<file path="config.mk">
export PLATFORM = sky130hd
export DESIGN_NAME = lifo_driver_flat
export DESIGN_NICKNAME = d
export VERILOG_FILES = /design/src/rtl/lifo_driver_pkg.sv /design/src/rtl/lifo_driver_if.sv /design/src/rtl/lifo_driver.sv /design/src/flat_wrapper.sv
export SDC_FILE = /design/constraint.sdc
export NUM_CORES = 1
export LEC_CHECK = 0
export CAP_MARGIN = 20
export CORE_MARGIN = 1.5
export CORE_UTILIZATION = 39
export CTS_CLUSTER_SIZE = 40
export DETAILED_ROUTE_END_ITERATION = 8
export PLACE_DENSITY_LB_ADDON = 0.25
export SLEW_MARGIN = 20
export SYNTH_ARGS = -nofsm -noshare
export SYNTH_HDL_FRONTEND = slang
export SYNTH_SLANG_ARGS = --single-unit
export TNS_END_PERCENT = 20
</file>
<file path="constraint.sdc">
create_clock -name Clk -period 1.9 [get_ports Clk]
set_input_delay 0.38 -clock Clk [delete_from_list [all_inputs] [get_ports Clk]]
set_output_delay 0.38 -clock Clk [all_outputs]
set_load 0.02 [all_outputs]
</file>
<file path="src/rtl/lifo_driver_pkg.sv">
// Shared op encodings, FSM states and default sizing for the LIFO command driver.
// Pure declarations: no logic, no latency, no flow control.
package lifo_drv_pkg;

  localparam int DEF_WIDTH  = 16;
  localparam int DEF_RD_LAT = 1;

  typedef enum logic [1:0] {
    OP_PUSH = 2'b00,
    OP_POP  = 2'b01,
    OP_PEEK = 2'b10,
    OP_ILL  = 2'b11
  } op_e;

  typedef enum logic [2:0] {
    ST_IDLE,
    ST_PUSH,
    ST_POP,
    ST_CAPT,
    ST_PUSHB,
    ST_SETTLE,
    ST_RESP
  } state_e;

endpackage

</file>
<file path="src/rtl/lifo_driver_if.sv">
// Host command/response handshake plus the LIFO access port, bundled for the driver.
// master = driver side, slave = host/LIFO environment side.
interface lifo_driver_if
  import lifo_drv_pkg::*;
#(
  parameter int WIDTH = DEF_WIDTH
) ();

  logic             cmd_valid;
  logic             cmd_ready;
  op_e              cmd_op;
  logic [WIDTH-1:0] cmd_data;

  logic             rsp_valid;
  logic             rsp_ready;
  logic [WIDTH-1:0] rsp_data;
  logic             rsp_err;

  logic [WIDTH-1:0] dataIn;
  logic             RW;
  logic             EN;
  logic [WIDTH-1:0] dataOut;
  logic             EMPTY;
  logic             FULL;

  modport master (
    input  cmd_valid, cmd_op, cmd_data, rsp_ready, dataOut, EMPTY, FULL,
    output cmd_ready, rsp_valid, rsp_data, rsp_err, dataIn, RW, EN
  );

  modport slave (
    output cmd_valid, cmd_op, cmd_data, rsp_ready, dataOut, EMPTY, FULL,
    input  cmd_ready, rsp_valid, rsp_data, rsp_err, dataIn, RW, EN
  );

endinterface

</file>
<file path="src/rtl/lifo_driver.sv">
// Turns host PUSH/POP/PEEK commands into single-cycle LIFO strobes; latency 3 / 3+RD_LAT / 4+RD_LAT, errors 1.
// One command in flight: cmd_ready only in IDLE, response held in RESP until rsp_ready.
module lifo_driver
  import lifo_drv_pkg::*;
#(
  parameter int WIDTH  = DEF_WIDTH,
  parameter int RD_LAT = DEF_RD_LAT
) (
  input  logic Clk,
  input  logic Rst,
  lifo_driver_if.master bus
);

  localparam int CNT_W = (RD_LAT > 1) ? $clog2(RD_LAT) : 1;
  localparam logic [CNT_W-1:0] CNT_LAST = CNT_W'(RD_LAT - 1);

  state_e           state_q, state_d;
  op_e              op_q, op_d;
  logic [CNT_W-1:0] cnt_q, cnt_d;
  logic             en_q, en_d;
  logic             rw_q, rw_d;
  logic [WIDTH-1:0] din_q, din_d;
  logic [WIDTH-1:0] rsp_data_q, rsp_data_d;
  logic             rsp_err_q, rsp_err_d;
  logic             accept;
  logic             bad_cmd;

  always_ff @(posedge Clk) begin
    if (Rst) begin
      state_q    <= ST_IDLE;
      op_q       <= OP_PUSH;
      cnt_q      <= '0;
      en_q       <= 1'b0;
      rw_q       <= 1'b1;
      din_q      <= '0;
      rsp_data_q <= '0;
      rsp_err_q  <= 1'b0;
    end else begin
      state_q    <= state_d;
      op_q       <= op_d;
      cnt_q      <= cnt_d;
      en_q       <= en_d;
      rw_q       <= rw_d;
      din_q      <= din_d;
      rsp_data_q <= rsp_data_d;
      rsp_err_q  <= rsp_err_d;
    end
  end

  assign bus.cmd_ready = (state_q == ST_IDLE) && !Rst;
  assign accept        = bus.cmd_valid && bus.cmd_ready;
  // Flags are checked against the op in the accept cycle itself.
  assign bad_cmd = (bus.cmd_op == OP_ILL) ||
                   ((bus.cmd_op == OP_PUSH) && bus.FULL) ||
                   (((bus.cmd_op == OP_POP) || (bus.cmd_op == OP_PEEK)) && bus.EMPTY);

  always_comb begin
    state_d    = state_q;
    op_d       = op_q;
    cnt_d      = cnt_q;
    en_d       = 1'b0;
    rw_d       = rw_q;
    din_d      = din_q;
    rsp_data_d = rsp_data_q;
    rsp_err_d  = rsp_err_q;
    case (state_q)
      ST_IDLE: begin
        if (accept) begin
          op_d       = bus.cmd_op;
          rsp_data_d = '0;
          rsp_err_d  = 1'b0;
          if (bad_cmd) begin
            rsp_err_d = 1'b1;
            state_d   = ST_RESP;
          end else if (bus.cmd_op == OP_PUSH) begin
            en_d    = 1'b1;
            rw_d    = 1'b0;
            din_d   = bus.cmd_data;
            state_d = ST_PUSH;
          end else begin
            en_d    = 1'b1;
            rw_d    = 1'b1;
            cnt_d   = '0;
            state_d = ST_POP;
          end
        end
      end
      ST_PUSH: state_d = ST_SETTLE;
      // Strobe lasts only the first POP cycle; the rest is the read-latency wait.
      ST_POP: begin
        if (cnt_q == CNT_LAST) begin
          state_d = ST_CAPT;
        end else begin
          cnt_d = cnt_q + 1'b1;
        end
      end
      ST_CAPT: begin
        rsp_data_d = bus.dataOut;
        if (op_q == OP_PEEK) begin
          en_d    = 1'b1;
          rw_d    = 1'b0;
          din_d   = bus.dataOut;
          state_d = ST_PUSHB;
        end else begin
          state_d = ST_SETTLE;
        end
      end
      ST_PUSHB:  state_d = ST_SETTLE;
      ST_SETTLE: state_d = ST_RESP;
      ST_RESP: begin
        if (bus.rsp_ready) state_d = ST_IDLE;
      end
      default: state_d = ST_IDLE;
    endcase
  end

  assign bus.rsp_valid = (state_q == ST_RESP);
  assign bus.rsp_data  = rsp_data_q;
  assign bus.rsp_err   = rsp_err_q;
  assign bus.EN        = en_q;
  assign bus.RW        = rw_q;
  assign bus.dataIn    = din_q;

endmodule

</file>
<file path="src/flat_wrapper.sv">
// flat-port wrapper written by rule: the top's interface ports become plain ports
module lifo_driver_flat import lifo_drv_pkg::*;
#(
  parameter int WIDTH  = DEF_WIDTH,
  parameter int RD_LAT = DEF_RD_LAT
)
  (Clk, Rst, bus_cmd_valid, bus_cmd_op, bus_cmd_data, bus_rsp_ready, bus_dataOut, bus_EMPTY, bus_FULL, bus_cmd_ready, bus_rsp_valid, bus_rsp_data, bus_rsp_err, bus_dataIn, bus_RW, bus_EN);
  lifo_driver_if #(.WIDTH(WIDTH)) bus_i ();
  input  logic Clk;
  input  logic Rst;
  input wire logic [$bits(bus_i.cmd_valid)-1:0] bus_cmd_valid;
  input wire logic [$bits(bus_i.cmd_op)-1:0] bus_cmd_op;
  input wire logic [$bits(bus_i.cmd_data)-1:0] bus_cmd_data;
  input wire logic [$bits(bus_i.rsp_ready)-1:0] bus_rsp_ready;
  input wire logic [$bits(bus_i.dataOut)-1:0] bus_dataOut;
  input wire logic [$bits(bus_i.EMPTY)-1:0] bus_EMPTY;
  input wire logic [$bits(bus_i.FULL)-1:0] bus_FULL;
  output wire logic [$bits(bus_i.cmd_ready)-1:0] bus_cmd_ready;
  output wire logic [$bits(bus_i.rsp_valid)-1:0] bus_rsp_valid;
  output wire logic [$bits(bus_i.rsp_data)-1:0] bus_rsp_data;
  output wire logic [$bits(bus_i.rsp_err)-1:0] bus_rsp_err;
  output wire logic [$bits(bus_i.dataIn)-1:0] bus_dataIn;
  output wire logic [$bits(bus_i.RW)-1:0] bus_RW;
  output wire logic [$bits(bus_i.EN)-1:0] bus_EN;
  assign bus_i.cmd_valid = bus_cmd_valid;
  assign bus_i.cmd_op = bus_cmd_op;
  assign bus_i.cmd_data = bus_cmd_data;
  assign bus_i.rsp_ready = bus_rsp_ready;
  assign bus_i.dataOut = bus_dataOut;
  assign bus_i.EMPTY = bus_EMPTY;
  assign bus_i.FULL = bus_FULL;
  assign bus_cmd_ready = bus_i.cmd_ready;
  assign bus_rsp_valid = bus_i.rsp_valid;
  assign bus_rsp_data = bus_i.rsp_data;
  assign bus_rsp_err = bus_i.rsp_err;
  assign bus_dataIn = bus_i.dataIn;
  assign bus_RW = bus_i.RW;
  assign bus_EN = bus_i.EN;
  lifo_driver #(.WIDTH(WIDTH), .RD_LAT(RD_LAT)) u_core (.Clk(Clk), .Rst(Rst), .bus(bus_i));
endmodule
</file>
==> Word level (Yosys, flattened, before mapping) <==
Index checks and enable logic that the tools add are counted.
{ "totals": {"elab_cells": 74, "inputBits": 40, "regBits": 41, "out_inout_bits": 37} }
{ "op_classes": {"add_sub_neg": 1, "mux": 29, "eq_ne": 17, "n_reduce_logical": 19} }
{ "op_table": {"columns": ["op", "n"], "rows": [
  ["2-to-1 mux 16 bit", 5],
  ["case mux 16 bit (2 select lines)", 2],
  ["case mux 3 bit (6 select lines)", 1],
  ["2-to-1 mux 1 bit", 13],
  ["2-to-1 mux 3 bit", 4],
  ["inequality test 2 bit (second input constant)", 5],
  ["equality test 3 bit (second input constant)", 3],
  ["AND reduction 4 bit", 2],
  ["equality test 2 bit (second input constant)", 3],
  ["equality test 3 x 2 -> 1 bit (second input constant)", 2],
  ["case mux 1 bit (2 select lines)", 3],
  ["AND reduction 5 bit", 1],
  ["logical AND 1 bit", 4],
  ["inequality test 2 x 1 -> 1 bit (second input constant)", 2],
  ["AND reduction 2 bit", 2],
  ["nonzero test 2 bit", 2],
  ["equality test 3 x 1 -> 1 bit (second input constant)", 1],
  ["zero test 3 bit", 1],
  ["logical OR 1 bit", 3],
  ["AND reduction 3 bit", 1],
  ["equality test 2 x 1 -> 1 bit (second input constant)", 1],
  ["zero test 2 bit", 1],
  ["2-to-1 mux 2 bit", 1],
  ["OR reduction 2 bit", 1],
  ["2 further kinds", 2]
]} }

==> Longest topological paths before layout <==
{ "logic_depth": {"word_depth": 7, "depth_mapped": 8, "ltp_nobuf": 5} }

==> Worst setup path before layout <==
OpenSTA, ideal clock, no wires.
{ "synth_timing": {"path_type": "input to register", "startpoint": "input port bus_cmd_op[0]", "endpoint": "register u_core.din_q[10] (netlist: u_core.bus.dataIn[10])", "required_time_ps": 1809, "path_buffers": 3, "cell_stages": 8, "arrival_ps": 1886, "setup_slack_ps": -77, "setup_time_ps": 91, "cell_sequence": "inv_1 -> ha_1 -> a21o_1 -> clkbuf_1 -> or3_1 -> buf_2 -> buf_6 -> a311oi_1"} }
{ "synth_via": {"elab_chain_cells": 6, "word_cells_on_any_way": 12, "classes_between": "eq/ne: 5; reduce/logical: 7"} }
{ "synth_lines": {"columns": ["element", "line_no", "rtl"], "rows": [
  ["start: declaration", "flat_wrapper.sv:12", "input wire logic [$bits(bus_i.cmd_op)-1:0] bus_cmd_op;"],
  ["equality test 2 x 1 -> 1 bit, or another cell as far along", "lifo_driver.sv:55", "(((bus.cmd_op == OP_POP) || (bus.cmd_op == OP_PEEK)) && bus.EMPTY);"],
  ["logical OR 1 bit / logical AND 1 bit (equally long branches)", "lifo_driver.sv:55, lifo_driver.sv:54", null],
  ["logical AND 1 bit / logical OR 1 bit (equally long branches)", "lifo_driver.sv:55, lifo_driver.sv:53", null],
  ["logical OR 1 bit", "lifo_driver.sv:54", "((bus.cmd_op == OP_PUSH) && bus.FULL) ||"],
  ["inequality test 2 bit (no source line)", null, null],
  ["AND reduction 5 bit (no source line) (*)", null, null],
  ["end signal: assignment", "lifo_driver.sv:44", "din_q <= din_d;"],
  ["end: declaration", "lifo_driver.sv:22", "logic [WIDTH-1:0] din_q, din_d;"]
]} }
Every way passes the cells marked *; elsewhere a longest branch is shown, timed or not.
A chain may end at the register's enable or synchronous reset.

==> Worst setup path after layout <==
{ "layout_timing": {"startpoint": "register u_core.state_q[2]", "endpoint": "register u_core.din_q[14] (netlist: u_core.bus.dataIn[14])"} }
{ "layout_via": {"elab_chain_cells": 5, "word_cells_on_any_way": 11, "classes_between": "eq/ne: 5; mux: 1; reduce/logical: 5"} }
{ "layout_lines": {"columns": ["element", "line_no", "rtl"], "rows": [
  ["start: declaration", "lifo_driver.sv:17", "state_e state_q, state_d;"],
  ["start signal: assignment", "lifo_driver.sv:39", "state_q <= state_d;"],
  ["zero test 3 bit", "lifo_driver.sv:50, lifo_driver.sv:66", null],
  ["logical AND 1 bit", "lifo_driver.sv:50", "assign bus.cmd_ready = (state_q == ST_IDLE) && !Rst;"],
  ["logical AND 1 bit", "lifo_driver.sv:51", "assign accept = bus.cmd_valid && bus.cmd_ready;"],
  ["inequality test 2 x 1 -> 1 bit (no source line)", null, null],
  ["AND reduction 5 bit (no source line)", null, null]
]} }
Several ways; a longest one is shown, not always the timed one.

==> metrics.md <==
| Metric | Value |
|---|---|
| Die Y | 72.99 µm |
| Register area share after synthesis | 0.4191 |
| Total of max-cap violations | 0 |
| Post-synthesis mux area share | 0 |
| Initial antenna violation count | 0 |
| CTS tree | yes |
| Clk network pwr share | 0.290 |
| Synth Register Bits | 40 |
| Endpoints failing setup | 0 |
| Setup crit start | u_core.state_q[2]$_SDFFE_PP0P_ |
| Core area | 4723 µm² |
| Worst-Margin Slew | 586.9 ps |
| TritonRoute pass-1 iters | 4 |
| RSZ-0062 raised after global routing | no |
| Final Max Tran Viols | 0 |
| Number of flops mapped to enable cells by yosys | 0 |
| Clk buf depth | 2 |
| Worst path arrival time | 2040 ps |
| Simple-gate share of the synthesized area | 0.1644 |
| Port Buf Inserts | 76 |
| Slowest library cell on the worst path | or4b_4 |
| Slew headroom | 0.6078 |
| Buf/Inv on CP | 1 |
| Mean Syn Cell Area | 8.417 µm² |
| Reg clk slew, reported paths | 80 ps |
| Sw Pwr | 0.7417 mW |
| Sequential Power Share | 0.400 |
| Fin Clk Skew | 4.747 ps |
| FMAX | 542.5 MHz |
| Area post-placement | 2815 µm² |
| Power Density | 778.5 nW/µm² |
| Leak | 1.004 nW |
| Startpoint Class | register |
| DIE AREA | 5328 µm² |
| Synthesis-to-layout area growth | 59.73% |
| Vias per cell | 5.548 |
| Initial core utilization | 0.4045 |
| Share of layout cells above drive strength 1 | 0.1574 |
| Util after Layout | 0.6461 |
| Largest family of logic cells by synthesized area | compound AO/OA/AOI/OAI gates |
| Final Hold Viols | 0 |
| Inserted Clock Buffers | 5 |
| Gate power share | 0.310 |
| Top cells by count, synth | 40 x dfxtp_1, 22 x clkbuf_1, 20 x a21oi_1 |
| Gpl congestion | 0.8111 |
| Share of Yosys cell area claimed by the top area cell type | 0.4191 |
| Hpwl dp | 3.916 mm |
| ANT cells | 0 |
| Hold Startpoint | u_core.op_q[1]$_SDFFE_PP0P_ |
| Total power | 2.376 mW |
| Yosys top cell by area | dfxtp_1 |
| Post-route ant nets | 0 |
| Num rows | 25 |
| Critical path's top delay family | simple AND/OR/NAND/NOR gates |
| Latest clock arrival within the worst-skew pair | 290 ps |
| Drt total wl | 5.763 mm |
| Clock Tree Root | clkbuf_8 |
| CP Max Fanout | 8 |
| Max VDD drop | 549.4 µV |
| Netlist Area Pre-Place | 1911 µm² |
| Crit path time final | 1843 ps |
| Fillers | 417 |
| Die width | 72.99 µm |
| # DRC | 0 |
| Most frequent cell after synthesis | dfxtp_1 |
| CP max stage delay | 540 ps |
| Io pins | 77 |
| CTS sink cnt | 40 |
| Non-Filler Instances | 372 |
| Endpoint class of the critical path | register |
| Fin worst setup slack | 56.57 ps |
| Fraction of synthesized cell area in xor and xnor cells | 0 |
| Switching Fraction | 0.3122 |
| Wire length of the first global-routing pass | 8.645 mm |
| Internal power | 1.634 mW |
| Launching point of the worst reg2reg path | u_core.state_q[2]$_SDFFE_PP0P_ |
| Main area contributors after synthesis | dfxtp_1 42%, a311oi_1 7.3%, o31ai_1 6.7% |
| Placed cells | 362 |
| Vias | 2,064 |
| Largest net degree at the start of global routing | 23 |
| Post-route cell area | 3052 µm² |
| Place WS | -414.1 ps |
| DR WL/cell | 15.49 µm |
| Kind of critical path | register to register |
| Post-synthesis compound-gate area fraction | 0.3039 |
| Synthesized net count | 269 |
| Synth Area in Adders | 0.01310 |
| Min-delay worst type | register to register |
| Gr usage total | 0.2083 |
| YS warnings | 0 |
| Nets@finish | 346 |
| Starting DRT DRC Count | 125 |
| Post-synth ARST share | 0 |
| Vias in the first global route | 1,737 |
| CTS HTree Levels | 2 |
| Status | complete, no violations |
| Post-synth top flop | dfxtp_1 |
| Tcrit/Tclk final | 0.9702 |
| Cell Chain, Critical Path | or4b_4 -> or3_4 -> buf_8 -> a311oi_2 |
| GRT overflow | 0 |
| Yosys cell types | 35 |
| Post-Syn Instances | 227 |
| CP required | 2100 ps |
## power by group through the flow
stage | combinational [mW] | sequential [mW] | clock (mW)
after floorplan | 0.332 | 1.01 | 0
after global placement | 0.706 | 0.965 | 0
after detailed placement | 0.710 | 0.967 | 0
after CTS | 0.718 | 0.949 | 0.693
after global routing | 0.787 | 0.959 | 0.730
final | 0.737 | 0.951 | 0.688
## worst register-to-register path: cells and delay by family, from the launching register on
| family | cells | cell delay (ps) |
|---|---|---|
| buf+inv | 1 | 170 |
| compound gates | 1 | 280 |
| flops | 1 | 340 |
| simple gates | 2 | 970 |
## registers in the layout (all words and copies together), names as in the netlist
name,flops
u_core.state_q,3
u_core.bus.rsp_err,1
u_core.bus.EN,1
u_core.bus.RW,1
u_core.op_q,2
u_core.bus.dataIn,16
u_core.bus.rsp_data,16
## cells by family after synthesis
family          count (synthesis)
compound gates                 81
simple gates                   56
buf+inv                        48
flops                          40
fa+ha+maj                       2
## stage by stage
stage,hold WS (ps),setup TNS [ps]
2_1_floorplan,431.2,-184.2
3_3_place_gp,442.2,-8761
3_5_place_dp,450.6,-10140
4_1_cts,462.1,-506.0
5_1_grt,480.1,0
6_report,460.8,0
## worst paths after layout
path                                             end  slack [ps]  cells after the start
setup / recovery  u_core.bus.dataIn[14]$_SDFFE_PP0P_          60                      4
hold / removal           u_core.op_q[1]$_SDFFE_PP0P_         460                      2
setup reg to reg  u_core.bus.dataIn[14]$_SDFFE_PP0P_          60                      4
hold reg to reg          u_core.op_q[1]$_SDFFE_PP0P_         460                      2
## area by class of cell
class | count | area [µm²] | share of cell area
well taps | 67 | 83.83 | 0.02747
multi-input cells | 139 | 1016 | 0.3329
clock inverters | 3 | 42.54 | 0.01394
inverters | 20 | 75.07 | 0.02460
flip-flops and latches | 40 | 800.8 | 0.2624
clock buffers | 5 | 68.82 | 0.02255
repair buffers | 98 | 964.7 | 0.3161
## layout by cell type, fill, tap and decap left out, types with 3 or more instances in the layout
master | netlist | final
o21ai_0 | 3 | 3
a22oi_1 | 16 | 16
clkdlybuf4s50_1 | 0 | 71
o31ai_1 | 17 | 17
a21oi_1 | 20 | 20
clkbuf_8 | 0 | 5
buf_4 | 0 | 18
nand3_1 | 17 | 17
inv_1 | 19 | 19
nand2_1 | 9 | 9
dlygate4sd2_1 | 0 | 3
nor4_1 | 17 | 17
dfxtp_1 | 40 | 40
a311oi_2 | 0 | 14
## what timing repair did
action | in CTS | in global routing
setup buffers | 1 | 0
hold buffers | 0 | 0
pin swaps | 6 | 13
resized for setup | 11 | 16
gates cloned | 1 | 0
setup endpoints to repair | 18 | 17
endpoints found under the hold margin | 0 | 0
## layer usage
metal,vias to the layer above,global-route usage,routed length (µm)
met1,959,0.3124,2748
met3,11,0.03729,302
met5,-,0,0
met2,76,0.2990,2625
li1,1018,-,-
met4,0,0.06918,87
(Power assumes the default switching activity.)
